<file path="config.mk">
export PLATFORM = sky130hd
export DESIGN_NAME = sa_scan_reg_bank
export DESIGN_NICKNAME = d
export VERILOG_FILES = /design/src/rtl/sa_scan_pkg.sv /design/src/rtl/sa_scan_frame_cnt.sv /design/src/rtl/sa_scan_reg_bank.sv
export SDC_FILE = /design/constraint.sdc
export NUM_CORES = 1
export LEC_CHECK = 0
export CORE_MARGIN = 4
export CORE_UTILIZATION = 41
export CTS_BUF_LIST = sky130_fd_sc_hd__clkbuf_8
export CTS_CLUSTER_SIZE = 25
export DETAILED_ROUTE_END_ITERATION = 8
export PLACE_DENSITY = 0.72
export SKIP_LAST_GASP = 1
export SLEW_MARGIN = 10
export SYNTH_ARGS = -nofsm -noshare
export SYNTH_HDL_FRONTEND = slang
export SYNTH_SLANG_ARGS = --single-unit
export TNS_END_PERCENT = 100
</file>
<file path="constraint.sdc">
create_clock -name CP -period 1.9 [get_ports CP]
set_clock_uncertainty 0.1 [all_clocks]
set_input_delay 0.19 -clock CP [delete_from_list [all_inputs] [get_ports CP]]
set_output_delay 0.19 -clock CP [all_outputs]
set_load 0.05 [all_outputs]
</file>
<file path="src/rtl/sa_scan_pkg.sv">
// Shared definitions for the scan register bank family: counter-width helper
// and the per-edge chain operating mode.
package sa_scan_pkg;

  typedef enum logic [1:0] {
    SCAN_HOLD    = 2'd0,
    SCAN_CAPTURE = 2'd1,
    SCAN_SHIFT   = 2'd2
  } scan_mode_e;

  // Width of a shift-cycle counter for an n-cycle frame, never below 1 bit.
  function automatic int calc_cw(input int n);
    int w;
    w = $clog2(n);
    return (w < 1) ? 1 : w;
  endfunction

endpackage

</file>
<file path="src/rtl/sa_scan_frame_cnt.sv">
// Shift-frame counter: counts consecutive shift cycles modulo NSHIFT and
// emits a registered one-cycle pulse after each frame-completing shift.
module sa_scan_frame_cnt
  import sa_scan_pkg::*;
#(
  parameter int NSHIFT = 4,
  parameter int CW     = calc_cw(NSHIFT)
) (
  input  logic          clk,
  input  logic          rst,
  input  logic          shift_en,
  output logic [CW-1:0] cnt,
  output logic          done
);

  localparam logic [CW-1:0] LAST = CW'(NSHIFT - 1);

  logic last_shift;

  assign last_shift = shift_en && (cnt == LAST);

  // NOTE: sequential state uses non-blocking assignments so every register
  // samples pre-edge values, independent of statement order.
  always_ff @(posedge clk) begin
    if (rst) begin
      cnt  <= '0;
      done <= 1'b0;
    end else begin
      done <= last_shift;
      // Any non-shift edge abandons a partial frame.
      if (!shift_en || last_shift) begin
        cnt <= '0;
      end else begin
        cnt <= cnt + CW'(1);
      end
    end
  end

endmodule

</file>
<file path="src/rtl/sa_scan_reg_bank.sv">
// Multi-bit, multi-lane scan register with capture, optional shadow output
// stage and a shift-frame counter.
module sa_scan_reg_bank
  import sa_scan_pkg::*;
#(
  parameter int              WIDTH     = 8,
  parameter int              LANES     = 1,
  parameter int              SHADOW    = 1,
  parameter logic [WIDTH-1:0] RESET_VAL = '0,
  localparam int             NSHIFT    = WIDTH / LANES,
  localparam int             CW        = calc_cw(NSHIFT)
) (
  input  logic             CP,
  input  logic             RST,
  input  logic             SE,
  input  logic             EN,
  input  logic [WIDTH-1:0] D,
  input  logic [LANES-1:0] SI,
  input  logic             UPD,
  output logic [WIDTH-1:0] Q,
  output logic [LANES-1:0] SO,
  output logic             SDONE,
  output logic [CW-1:0]    SCNT
);

  logic [WIDTH-1:0] chain;
  logic [WIDTH-1:0] shift_val;
  scan_mode_e       mode;

  // A full-width lane set replaces the whole chain in one shift.
  generate
    if (WIDTH == LANES) begin : g_full_shift
      assign shift_val = SI;
    end else begin : g_part_shift
      assign shift_val = {chain[WIDTH-LANES-1:0], SI};
    end
  endgenerate

  // NOTE: every combinational output gets a default first so no latch is inferred.
  always_comb begin
    mode = SCAN_HOLD;
    if (SE) begin
      mode = SCAN_SHIFT;
    end else if (EN) begin
      mode = SCAN_CAPTURE;
    end
  end

  always_ff @(posedge CP) begin
    if (RST) begin
      chain <= RESET_VAL;
    end else begin
      unique case (mode)
        SCAN_SHIFT:   chain <= shift_val;
        SCAN_CAPTURE: chain <= D;
        default:      chain <= chain;
      endcase
    end
  end

  assign SO = chain[WIDTH-1 -: LANES];

  generate
    if (SHADOW != 0) begin : g_shadow
      logic [WIDTH-1:0] shadow;

      // Shadow copies the pre-edge chain, so an update in a shift cycle
      // publishes the frame that just finished shifting in.
      always_ff @(posedge CP) begin
        if (RST) begin
          shadow <= RESET_VAL;
        end else if (UPD) begin
          shadow <= chain;
        end
      end

      assign Q = shadow;
    end else begin : g_no_shadow
      logic unused_upd;
      assign unused_upd = UPD;
      assign Q          = chain;
    end
  endgenerate

  sa_scan_frame_cnt #(
    .NSHIFT (NSHIFT),
    .CW     (CW)
  ) u_frame_cnt (
    .clk      (CP),
    .rst      (RST),
    .shift_en (SE),
    .cnt      (SCNT),
    .done     (SDONE)
  );

endmodule

</file>
==> qor.yml <==
layout:
  fin_nets: 116
  drive_gt1_share_pct: 7.07
  fin_util_pct: 62.7
  n_antenna_cell: 0
  synthToLayoutAreaGrowth_pct: 38.5
  nFillCells: 161
worst_setup_path:
  worstPathMaxFanout: 3
  crit_buf_inv: 1
  cp-start-kind: "flop"
  crit_path_max_incr_delay_ns: 0.82
  critical_path.top_delay_family: "buffers and inverters"
  arrival_ns: 1.42
  cp_slowest_cell: "clkdlybuf4s50_1"
  crit_chain: "clkdlybuf4s50_1"
  crit_required_ns: 1.61
  cp-end-kind: "output pin"
  crit_type: "flop to output pin"
global_routing:
  grt_usage_pct: 12.1
  gr-total-overflow: 0
  grt_pass1_wl_mm: 2.45
  grt_max_degree: 12
  grt_pass1_vias: 564
  antenna_found_initial: 0
cts:
  ctsHoldBuffers: 0
  cts-buffers-inserted: 3
  htree_levels: 1
  clk_latency_ns: 0.25
  cts_resized: 0
  cts.sinks: 20
  cts_setup_buffers: 0
  cts_root_buffer: "clkbuf_8"
  cts.clk_slew.worst_paths_ns: 0.07
  clockBufferDepth: 2
  cts_tree: "done"
power_and_ir_drop:
  leakage_nw: 0.479
  power_density_nw_per_um2: 814
  ir_drop_uv: 529
synth:
  synth_area_um2: 816
  ys_types: 14
  syn-num-nets: 89
  syn_inst: 73
  ys_seq_area_share_pct: 49.1
  ys_warn_count: 0
  syn_avg_cell_area_um2: 11.2
  ys_ff_latch: 20
timing:
  period_share_pct: 90.0
  holdWs_ns: 0.348
  hold_viol_final: 0
  relSlewSlack_pct: 65.7
  worst_slew_pin_slew_ns: 0.513
  setup_viol: 0
  clock.fmax_mhz: 585
  slew_violations: 0
  tns_ns: 0
  period_needed_ns: 1.71
  grt_setup_unrepaired: "false"
floorplanning:
  ios: 27
  core_um2: 1800
  die_w_um: 52.6
  core.rowCount: 15
  die_y_um: 52.6
  die-area_um2: 2770
  start_util_pct: 45.3
flow_run:
  drv_cap: 0
place:
  io_buffers: 26
  gp_congestion: 0.702
  dpl.hpwl_mm: 1.18
worst_hold_path:
  hold_path_class: "flop to flop"
drt:
  vias: 583
  wl_per_cell_um: 12.5
  viasPerCell: 4.70
  final_antenna_net_count: 0
  drt_iter0_markers: 3
  routed_wl_mm: 1.56
  dr.pass1.iters: 5
  post-route-drc-count: 0
run_status:
  status: "completed"
==> sequential cells by signal, summed over array words and instances (netlist names) <==
register / flops
u_frame_cnt.cnt: 3
chain: 8
Q: 8
u_frame_cnt.done: 1
==> area by class of cell <==
class,instances,area [µm²],area share [%]
Sequential cell,20,400,35.4
Tap cell,25,31.3,2.77
Inverter,1,3.75,0.332
Clock buffer,4,55.1,4.87
Timing Repair Buffer,27,268,23.7
Multi-Input combinational cell,47,372,32.9
==> synth_stat cells <==
| master | instances | area share, % |
|---|---|---|
| buf_6 | 2 | 2.8 |
| and2_1 | 2 | 1.5 |
| buf_2 | 2 | 1.2 |
| a211oi_1 | 8 | 7.4 |
| dfxtp_1 | 20 | 49 |
| nor3b_1 | 1 | 0.92 |
| inv_2 | 1 | 0.46 |
| mux2i_1 | 16 | 20 |
| nor2_1 | 8 | 3.7 |
| ha_1 | 2 | 3.1 |
| and2b_1 | 6 | 5.5 |
| buf_4 | 1 | 0.92 |
| nor3b_2 | 1 | 1.5 |
| nor2b_1 | 3 | 2.3 |
==> layout by cell type, fill, tap and decap left out <==
cell type and instances:
a211oi_1 8, and2_1 2, and2b_1 6, buf_4 1, clkbuf_8 4, clkdlybuf4s50_1 26
dfxtp_1 20, ha_1 2, inv_2 1, mux2i_1 16, nor2_1 8, nor2b_1 3
nor3b_1 1, nor3b_2 1
==> final timing paths <==
path	slack, ns	end	cells past startpoint	startpoint
worst max-delay path	0.19	SCNT[0]	1	u_frame_cnt.cnt[0]
worst min-delay path	0.35	u_frame_cnt.cnt[0]	1	u_frame_cnt.cnt[0]
worst max register to register	0.64	u_frame_cnt.cnt[0]	4	u_frame_cnt.cnt[0]
worst min register to register	0.35	u_frame_cnt.cnt[0]	1	u_frame_cnt.cnt[0]
==> per-layer routing <==
layer,track usage (%),wire [µm],up-vias
met5,0,0,-
met4,6.38,13,0
met3,3.13,86,2
met2,19.4,739,17
met1,14.7,716,258
li1,-,-,306
==> stage by stage <==
step	worst slack, ns	instances	area [µm²]	power (mW)
floorplan	0.480	73	816	0.563
global route	0.148	124	1130	0.963
global placement	0.369	120	1070	0.616
detailed placement	0.338	120	1070	0.619
finish	0.190	124	1130	0.920
CTS	0.167	124	1130	0.935
==> logic make-up (layout without fill, tap and decap cells) <==
family / Yosys count / count (layout) / share of synthesized area (%)
AO/OA/AOI/OAI: 8 / 8 / 7.36
buffers and inverters: 6 / 32 / 5.37
flip-flops: 20 / 20 / 49.1
AND/OR/NAND/NOR: 21 / 21 / 15.5
multiplexers: 16 / 16 / 19.6
adder cells (fa/ha/maj): 2 / 2 / 3.07
==> where the power goes <==
part	switching (mW)	total (mW)	leakage (nW)	internal, mW
clock network	0.128	0.312	0.0288	0.184
registers	0.0135	0.455	0.164	0.441
logic	0.0803	0.154	0.286	0.0736
total	0.222	0.920	0.479	0.699
Power figures use the tool's default switching activity.
